==> src/rtl/drc_pxl_packer_pkg.sv <==
// Shared constants for the pixel packer: supported pixel widths and a
// helper used by the elaboration-time parameter check.
package drc_pxl_packer_pkg;

  localparam int unsigned RGB_PXL_W = 16;
  localparam int unsigned GS_PXL_W  = 8;

  function automatic bit pxl_w_ok(input int unsigned w);
    return (w == RGB_PXL_W) || (w == GS_PXL_W);
  endfunction

endpackage

==> src/rtl/drc_pxl_packer.sv <==
// Packs RGB565 / 8-bit grayscale pixels little-endian into DAT_W-bit words
// with a byte-keep mask and frame-last marker; registered output.
module drc_pxl_packer
  import drc_pxl_packer_pkg::*;
#(
  parameter int unsigned PXL_W = RGB_PXL_W,
  parameter int unsigned DAT_W = 32,
  localparam int unsigned NPW = DAT_W / PXL_W,
  localparam int unsigned KEEP_W = DAT_W / 8
) (
  input  logic              clk,
  input  logic              rst,
  input  logic [PXL_W-1:0]  bwd_pxl_dat_i,
  input  logic              bwd_pxl_last_i,
  input  logic              bwd_pxl_vld_i,
  output logic              bwd_pxl_rdy_o,
  output logic [DAT_W-1:0]  fwd_dat_o,
  output logic [KEEP_W-1:0] fwd_keep_o,
  output logic              fwd_last_o,
  output logic              fwd_vld_o,
  input  logic              fwd_rdy_i
);

  localparam int unsigned PB = PXL_W / 8;
  localparam int unsigned CNT_W = (NPW > 1) ? $clog2(NPW) : 1;
  localparam logic [CNT_W-1:0] CNT_MAX = CNT_W'(NPW - 1);

  if (!pxl_w_ok(PXL_W) || (DAT_W < PXL_W) || ((DAT_W % PXL_W) != 0)) begin : g_param_err
    $error("drc_pxl_packer: PXL_W must be 8 or 16 and divide DAT_W");
  end

  logic [DAT_W-1:0]  acc_q, acc_mrg;
  logic [KEEP_W-1:0] keep_q, keep_mrg;
  logic [CNT_W-1:0]  cnt_q;

  logic [DAT_W-1:0]  dat_q;
  logic [KEEP_W-1:0] okeep_q;
  logic              last_q;
  logic              vld_q;

  logic accept;
  logic complete;

  assign bwd_pxl_rdy_o = ~vld_q | fwd_rdy_i;
  assign accept        = bwd_pxl_vld_i & bwd_pxl_rdy_o;
  assign complete      = accept & (bwd_pxl_last_i | (cnt_q == CNT_MAX));

  // Accumulator with the incoming pixel dropped into its lane; lanes not yet
  // filled stay zero because the accumulator is cleared at every word boundary.
  always_comb begin
    acc_mrg  = acc_q;
    keep_mrg = keep_q;
    for (int unsigned k = 0; k < NPW; k++) begin
      if (cnt_q == CNT_W'(k)) begin
        acc_mrg[k*PXL_W +: PXL_W] = bwd_pxl_dat_i;
        keep_mrg[k*PB +: PB]      = '1;
      end
    end
  end

  always_ff @(posedge clk or posedge rst) begin
    if (rst) begin
      acc_q  <= '0;
      keep_q <= '0;
      cnt_q  <= '0;
    end else if (complete) begin
      acc_q  <= '0;
      keep_q <= '0;
      cnt_q  <= '0;
    end else if (accept) begin
      acc_q  <= acc_mrg;
      keep_q <= keep_mrg;
      cnt_q  <= cnt_q + CNT_W'(1);
    end
  end

  // A completing word overrides the handshake clear so words go out back-to-back.
  always_ff @(posedge clk or posedge rst) begin
    if (rst) begin
      dat_q   <= '0;
      okeep_q <= '0;
      last_q  <= 1'b0;
      vld_q   <= 1'b0;
    end else if (complete) begin
      dat_q   <= acc_mrg;
      okeep_q <= keep_mrg;
      last_q  <= bwd_pxl_last_i;
      vld_q   <= 1'b1;
    end else if (fwd_rdy_i) begin
      vld_q   <= 1'b0;
    end
  end

  assign fwd_dat_o  = dat_q;
  assign fwd_keep_o = okeep_q;
  assign fwd_last_o = last_q;
  assign fwd_vld_o  = vld_q;

endmodule
==> config.mk <==
export PLATFORM = sky130hd
export DESIGN_NAME = drc_pxl_packer
export DESIGN_NICKNAME = d
export VERILOG_FILES = /design/src/rtl/drc_pxl_packer_pkg.sv /design/src/rtl/drc_pxl_packer.sv
export SDC_FILE = /design/constraint.sdc
export NUM_CORES = 1
export LEC_CHECK = 0
export CORE_MARGIN = 4
export CORE_UTILIZATION = 52
export CTS_BUF_LIST = sky130_fd_sc_hd__clkbuf_16
export DETAILED_ROUTE_END_ITERATION = 8
export GPL_ROUTABILITY_DRIVEN = 1
export HOLD_SLACK_MARGIN = 0.12
export PLACE_DENSITY = 0.79
export SETUP_SLACK_MARGIN = 0.2
export SYNTH_ARGS = -nofsm -noshare
export SYNTH_HDL_FRONTEND = slang
export SYNTH_SLANG_ARGS = --single-unit
export TNS_END_PERCENT = 5
==> constraint.sdc <==
create_clock -name clk -period 3.29 [get_ports clk]
set_clock_uncertainty 0.15 [all_clocks]
set_input_delay 0.329 -clock clk [delete_from_list [all_inputs] [get_ports clk]]
set_output_delay 0.329 -clock clk [all_outputs]
set_load 0.02 [all_outputs]
==> results of run 1 <==
[area by class of cell]
type                    instances  area, sq um
clock buffers                   9          225
clock inverters                 6         26.3
fillers                       430         1830
inverters                      20         75.1
multi-input cells             133         1270
flip-flops and latches         75         1880
well taps                      75         93.8
repair buffers                 69          666
[power groups by stage]
stage | sequential, uW | combinational, uW | clock (uW)
after detailed placement | 1210 | 970 | 0
after global placement | 1210 | 956 | 0
after global routing | 1220 | 1020 | 902
after floorplan | 1370 | 414 | 0
final | 1200 | 965 | 838
after CTS | 1200 | 976 | 856
[synthesized netlist by cell type]
cell type	count	area (sq um)
a21oi_1	1	5.00
a22o_1	1	8.76
a2bb2oi_1	2	17.5
a311oi_1	1	8.76
a41oi_1	1	8.76
and2_1	19	119
buf_1	1	3.75
buf_2	5	25.0
buf_6	4	45.0
clkbuf_1	6	22.5
dfrtp_1	75	1880
inv_1	20	75.1
mux2_2	38	428
mux2_4	28	420
nand2_1	1	3.75
nand2b_1	1	6.26
nand3_1	1	5.00
nand3b_4	1	20.0
nand4_1	16	100
nor2_1	2	7.51
nor2_4	1	11.3
nor3_1	1	5.00
o21a_1	1	7.51
o21ai_0	16	80.1
o22a_1	1	8.76
[per-stage QoR]
step           util [%]  worst slack (ps)
2_1_floorplan         -               901
3_3_place_gp       65.7               739
3_5_place_dp       65.7               727
4_1_cts            69.9               729
5_1_grt            69.9               648
6_report           69.9               750
[placed cells by master, fill, tap and decap left out, types with 2 or more instances in the layout]
| master | synthesis | layout |
|---|---|---|
| dfrtp_1 | 75 | 75 |
| o21ai_0 | 16 | 16 |
| inv_1 | 20 | 21 |
| clkbuf_16 | 0 | 9 |
| nor2_1 | 2 | 2 |
| mux2_4 | 28 | 28 |
| buf_4 | 0 | 10 |
| nand4_1 | 16 | 16 |
| clkdlybuf4s50_1 | 0 | 59 |
| and2_1 | 19 | 19 |
| a2bb2oi_1 | 2 | 2 |
| mux2_2 | 38 | 38 |
| clkinv_2 | 0 | 3 |
[state kept, by name (all words and copies together), names as in the netlist]
signal / count
acc_q: 32
fwd_dat_o: 32
fwd_keep_o: 4
keep_q: 4
cnt_q: 1
fwd_last_o: 1
fwd_vld_o: 1
[cell families (layout without fill, tap and decap cells)]
family	count (synthesis)	in the layout	synth area share, %
mux	66	66	25.6
compound gates	24	24	4.37
simple gates	43	43	8.37
buf+inv	36	104	5.16
flops	75	75	56.5
[how the worst max path moves through the flow]
stage | end | cells past startpoint
floorplan | acc_q[0] | 1
global placement | bwd_pxl_rdy_o | 4
detailed placement | fwd_dat_o[8] | 5
CTS | bwd_pxl_rdy_o | 4
global route | bwd_pxl_rdy_o | 4
finish | bwd_pxl_rdy_o | 4
[worst reg2reg max path: stages (launching register included)]
cell,delay [ps]
dfrtp_1,370
nand2b_1,320
nand3b_4,450
buf_4,380
mux2_4,310
[metal layers]
metal / global-route usage, % / up-vias / part of all wire [%]
li1: - / 975 / -
met2: 26.5 / 67 / 46
met3: 5.93 / 14 / 6.1
met1: 25.3 / 1010 / 46
met5: 0 / - / 0
met4: 7.39 / 0 / 1.8
==> impl_metrics.prom, run 1 <==
# TYPE chip_impl_metric gauge
chip_impl_metric{name="dpl-instance-area",unit="sq mm"} 0.00398
chip_impl_metric{name="coreArea",unit="sq mm"} 0.00606
chip_impl_metric{name="overflow_left_after_global_routing",unit=""} 0
chip_impl_metric{name="dieWidth",unit="um"} 87.9
chip_impl_metric{name="layoutNonFillerInstCount",unit=""} 387
chip_impl_metric{name="die_area",unit="sq mm"} 0.00773
chip_impl_metric{name="sw_frac_of_total",unit="%"} 29.3
chip_impl_metric{name="number_of_antenna_violations_at_the_first_check_in_global_routing",unit=""} 0
chip_impl_metric{name="crit_path_buf_inv_count",unit=""} 3
chip_impl_metric{name="drive_above_1_share",unit="%"} 29.2
chip_impl_metric{name="pin_count_of_the_biggest_net_entering_global_routing",unit=""} 38
chip_impl_info{name="crit_path_start",value="fwd_rdy_i"} 1
chip_impl_metric{name="htreeDepth",unit=""} 3
chip_impl_metric{name="path_max_fanout",unit=""} 14
chip_impl_info{name="result_of_the_run",value="finished, final reports clean"} 1
chip_impl_metric{name="worst-r2r-cell-count",unit=""} 4
chip_impl_metric{name="pwr-share-seq",unit="%"} 40.0
chip_impl_metric{name="synthDistinctLibCells",unit=""} 25
chip_impl_metric{name="globalRouteTotalUtil",unit="%"} 18.2
chip_impl_metric{name="routedWlPerCell",unit="um"} 16.6
chip_impl_metric{name="synth_seq_cells",unit=""} 75
chip_impl_metric{name="dp.cells",unit=""} 372
chip_impl_info{name="worstPathCellList",value="clkdlybuf4s50_1 -> nand2b_1 -> buf_4 -> clkdlybuf4s50_1"} 1
chip_impl_metric{name="port_buffers",unit=""} 59
chip_impl_metric{name="timing.critical_path.slowest_cell_delay",unit="ps"} 650
chip_impl_metric{name="p_per_area",unit="mW/mm^2"} 709
chip_impl_metric{name="postSynthNetCount",unit=""} 265
chip_impl_metric{name="clock_path_buffers",unit=""} 2
chip_impl_metric{name="leakagePower",unit="uW"} 0.00200
chip_impl_metric{name="worst_hold_slack",unit="ps"} 301
chip_impl_metric{name="maximum_vdd_ir_drop",unit="mV"} 0.602
chip_impl_metric{name="syn-instance-count",unit=""} 244
chip_impl_metric{name="pin_count",unit=""} 60
chip_impl_metric{name="net-switching-power",unit="uW"} 881
chip_impl_info{name="grt_setup_unrepaired",value="false"} 1
chip_impl_metric{name="totalWireLength",unit="mm"} 6.44
chip_impl_metric{name="required",unit="ps"} 2810
chip_impl_info{name="worst_hold_path_type",value="input port to asynchronous set/reset pin"} 1
chip_impl_metric{name="worstMarginPinSlew",unit="ps"} 751
chip_impl_metric{name="num_vias",unit=""} 2066
chip_impl_metric{name="final_standard_cell_area_without_fillers",unit="sq mm"} 0.00423
chip_impl_metric{name="dieHeight",unit="um"} 87.9
chip_impl_info{name="path_common_cell",value="clkdlybuf4s50_1"} 1
chip_impl_metric{name="reg2reg_setup_slack",unit="ps"} 1190
chip_impl_metric{name="post_cts_hold_buffer_count",unit=""} 0
chip_impl_metric{name="max_slew_headroom",unit="%"} 49.9
chip_impl_metric{name="synth.yosys.seq_area_share",unit="%"} 56.5
chip_impl_metric{name="layout_worst_path_cycle_share",unit="%"} 77.2
chip_impl_info{name="start_kind",value="input port"} 1
chip_impl_metric{name="timing.fmax",unit="MHz"} 394
chip_impl_metric{name="timing.max_cap.violations",unit=""} 0
chip_impl_metric{name="postRouteAntennaNets",unit=""} 0
chip_impl_metric{name="post_synth_instance_area",unit="sq mm"} 0.00332
chip_impl_info{name="timing_worst_setup_path_type",value="input port to output pin"} 1
chip_impl_metric{name="report.final.slew_viol_count",unit=""} 0
chip_impl_metric{name="tns",unit="ps"} 0
chip_impl_metric{name="finalCriticalPeriod",unit="ps"} 2540
chip_impl_metric{name="cts.clk_slew.worst_paths",unit="ps"} 50
chip_impl_metric{name="hpwl",unit="mm"} 4.22
chip_impl_info{name="slowest_stage",value="clkdlybuf4s50_1"} 1
chip_impl_metric{name="totalPowerFinal",unit="uW"} 3000
chip_impl_metric{name="synth.yosys.warnings",unit=""} 0
chip_impl_metric{name="share_of_power_burned_in_the_clock_network",unit="%"} 27.9
chip_impl_metric{name="power.combinational.fraction",unit="%"} 32.1
chip_impl_metric{name="postCtsSetupRepairBufs",unit=""} 0
chip_impl_info{name="end_kind",value="output pin"} 1
chip_impl_metric{name="cts_buffers",unit=""} 9
chip_impl_metric{name="setup-violations-final",unit=""} 0
chip_impl_metric{name="grt_pass1_wl",unit="mm"} 10.6
chip_impl_metric{name="final-hold-violation-count",unit=""} 0
chip_impl_metric{name="vias_per_cell",unit=""} 5.34
chip_impl_metric{name="clk_latency",unit="ps"} 330
chip_impl_metric{name="dr.first_iter.drc_count",unit=""} 125
chip_impl_metric{name="cell_internal_pwr",unit="uW"} 2120
chip_impl_info{name="crit_family",value="buffers and inverters"} 1
chip_impl_info{name="regToRegEndpoint",value="fwd_dat_o[24]"} 1
chip_impl_metric{name="row_count",unit=""} 28
chip_impl_metric{name="starting_density_of_the_core",unit="%"} 54.8
chip_impl_metric{name="residual_drc_count",unit=""} 0
chip_impl_metric{name="arrival",unit="ps"} 2060
chip_impl_metric{name="total_nets_final",unit=""} 329
chip_impl_metric{name="gp_congestion",unit=""} 0.797
chip_impl_info{name="crit-reg2reg-launch",value="fwd_vld_o"} 1
chip_impl_metric{name="syn_area_per_cell",unit="sq um"} 13.6
chip_impl_metric{name="cts_resizes",unit=""} 0
chip_impl_info{name="tritoncts",value="done"} 1
chip_impl_metric{name="firstDrtPassIters",unit=""} 4
chip_impl_info{name="root_buffer",value="clkbuf_16"} 1
chip_impl_metric{name="antenna-diode-count",unit=""} 0
chip_impl_metric{name="area_growth",unit="%"} 27.6
chip_impl_metric{name="clkSinkCount",unit=""} 75
chip_impl_metric{name="via_count_of_the_first_global_routing_pass",unit=""} 2102
Note: power is estimated with default switching activity, not from simulation.
==> inputs of run 2 (changes only) <==
- clock period: 3.29 -> 2.5 ns (I/O delays scaled with it)
==> impl_metrics.prom, run 2 (synthesis gave the netlist of run 1 again) <==
# TYPE chip_impl_metric gauge
chip_impl_info{name="grt_setup_unrepaired",value="false"} 1
chip_impl_metric{name="port_buffers",unit=""} 59
chip_impl_metric{name="antenna-diode-count",unit=""} 0
chip_impl_metric{name="postRouteAntennaNets",unit=""} 0
chip_impl_info{name="tritoncts",value="done"} 1
chip_impl_metric{name="cts_resizes",unit=""} 0
chip_impl_info{name="regToRegEndpoint",value="fwd_dat_o[10]"} 1
chip_impl_metric{name="via_count_of_the_first_global_routing_pass",unit=""} 2213
chip_impl_info{name="start_kind",value="input port"} 1
chip_impl_metric{name="p_per_area",unit="mW/mm^2"} 970
chip_impl_metric{name="timing.fmax",unit="MHz"} 494
chip_impl_metric{name="firstDrtPassIters",unit=""} 4
chip_impl_metric{name="dieWidth",unit="um"} 87.9
chip_impl_metric{name="clk_latency",unit="ps"} 320
chip_impl_metric{name="max_slew_headroom",unit="%"} 56.8
chip_impl_metric{name="totalWireLength",unit="mm"} 6.74
chip_impl_metric{name="report.final.slew_viol_count",unit=""} 0
chip_impl_metric{name="post_cts_hold_buffer_count",unit=""} 0
chip_impl_info{name="final_cell_mix",value="75 x dfrtp_1, 59 x clkdlybuf4s50_1, 38 x mux2_2"} 1
chip_impl_metric{name="total_nets_final",unit=""} 332
chip_impl_info{name="mostFrequentLayoutCell",value="dfrtp_1"} 1
chip_impl_metric{name="required",unit="ps"} 2100
chip_impl_metric{name="finalCriticalPeriod",unit="ps"} 2030
chip_impl_metric{name="hpwl",unit="mm"} 4.35
chip_impl_metric{name="setup-violations-final",unit=""} 0
chip_impl_metric{name="worst-r2r-cell-count",unit=""} 3
chip_impl_metric{name="dieHeight",unit="um"} 87.9
chip_impl_info{name="end_kind",value="output pin"} 1
chip_impl_metric{name="pin_count",unit=""} 60
chip_impl_metric{name="worstMarginPinSlew",unit="ps"} 646
chip_impl_metric{name="path_max_fanout",unit=""} 5
chip_impl_metric{name="final_core_util",unit="%"} 71.9
chip_impl_metric{name="tns",unit="ps"} 0
chip_impl_metric{name="vias_per_cell",unit=""} 5.41
chip_impl_metric{name="leakagePower",unit="uW"} 0.00204
chip_impl_metric{name="timing.final.ws_setup",unit="ps"} 474
chip_impl_info{name="worstSetupEndpoint",value="bwd_pxl_rdy_o"} 1
chip_impl_metric{name="place_ws",unit="ps"} 467
chip_impl_metric{name="cts.clk_slew.worst_paths",unit="ps"} 60
chip_impl_metric{name="overflow_left_after_global_routing",unit=""} 0
chip_impl_metric{name="num_vias",unit=""} 2116
chip_impl_metric{name="coreArea",unit="sq mm"} 0.00606
chip_impl_metric{name="clock_path_buffers",unit=""} 2
chip_impl_metric{name="postCtsSetupRepairBufs",unit=""} 0
chip_impl_metric{name="dr.first_iter.drc_count",unit=""} 130
chip_impl_metric{name="pin_count_of_the_biggest_net_entering_global_routing",unit=""} 43
chip_impl_metric{name="drive_above_1_share",unit="%"} 30.1
chip_impl_metric{name="clkSinkCount",unit=""} 75
chip_impl_metric{name="number_of_antenna_violations_at_the_first_check_in_global_routing",unit=""} 0
chip_impl_info{name="result_of_the_run",value="finished, final reports clean"} 1
chip_impl_metric{name="timing.max_cap.violations",unit=""} 0
chip_impl_info{name="root_buffer",value="clkbuf_16"} 1
chip_impl_metric{name="die_area",unit="sq mm"} 0.00773
chip_impl_metric{name="residual_drc_count",unit=""} 0
chip_impl_info{name="worst_hold_path_type",value="input port to asynchronous set/reset pin"} 1
chip_impl_metric{name="htreeDepth",unit=""} 3
chip_impl_metric{name="cts_buffers",unit=""} 9
chip_impl_metric{name="grt_pass1_wl",unit="mm"} 11.1
chip_impl_metric{name="routedWlPerCell",unit="um"} 17.2
chip_impl_metric{name="arrival",unit="ps"} 1630
chip_impl_metric{name="maximum_vdd_ir_drop",unit="mV"} 0.620
chip_impl_metric{name="area_growth",unit="%"} 31.2
chip_impl_metric{name="globalRouteTotalUtil",unit="%"} 18.8
chip_impl_metric{name="gp_congestion",unit=""} 0.726
chip_impl_info{name="timing_worst_setup_path_type",value="input port to output pin"} 1
chip_impl_info{name="crit-reg2reg-launch",value="cnt_q"} 1
chip_impl_metric{name="row_count",unit=""} 28
chip_impl_metric{name="starting_density_of_the_core",unit="%"} 54.8
chip_impl_metric{name="reg2reg_setup_slack",unit="ps"} 640
chip_impl_metric{name="layout_worst_path_cycle_share",unit="%"} 81.0
chip_impl_info{name="crit_path_start",value="fwd_rdy_i"} 1
chip_impl_metric{name="final-hold-violation-count",unit=""} 0
[run 2: metal layers]
layer / vias to the layer above / global-route usage, % / share of wire [%]
li1: 984 / - / -
met1: 1069 / 24.9 / 45
met2: 58 / 29.7 / 48
met3: 5 / 6.87 / 5.7
met4: 0 / 4.32 / 0.70
met5: - / 0 / 0
[run 2: worst min path at each step]
stage | startpoint | end | slack [ps] | depth (start not counted)
after global routing | rst | fwd_keep_o[0] | 260 | 2
after floorplan | bwd_pxl_last_i | fwd_keep_o[2] | 200 | 1
after CTS | rst | fwd_keep_o[1] | 220 | 2
after detailed placement | acc_q[29] | acc_q[29] | 320 | 1
after global placement | acc_q[26] | acc_q[26] | 310 | 1
final | rst | fwd_keep_o[0] | 210 | 2
[run 2: through the flow]
stage,cell area [sq um],hold WS [ps],std cells,power (uW)
3_3_place_gp,4050,315,375,2880
5_1_grt,4360,261,391,4410
2_1_floorplan,3320,205,244,2350
6_report,4360,207,391,4220
3_5_place_dp,4050,317,375,2900
4_1_cts,4360,224,391,4260
[run 2: power breakdown]
part / internal [uW] / total [uW] / switching [uW] / leakage [uW]
Combinational: 722 / 1300 / 573 / 0.000911
Sequential: 1440 / 1590 / 147 / 0.000979
Clock: 861 / 1340 / 481 / 0.000152
Total: 3020 / 4220 / 1200 / 0.00204
[run 2: worst max-delay path: stages]
cell	delay, ps
clkdlybuf4s50_1	450
nand2b_1	240
clkdlybuf4s50_1	680
[run 2: area by class of cell]
| cell class | instances | area (sq um) |
|---|---|---|
| clock buffers | 9 | 225 |
| clock inverters | 7 | 83.8 |
| fillers | 414 | 1710 |
| inverters | 20 | 78.8 |
| multi-input cells | 133 | 1270 |
| flip-flops and latches | 75 | 1880 |
| well taps | 75 | 93.8 |
| repair buffers | 72 | 726 |
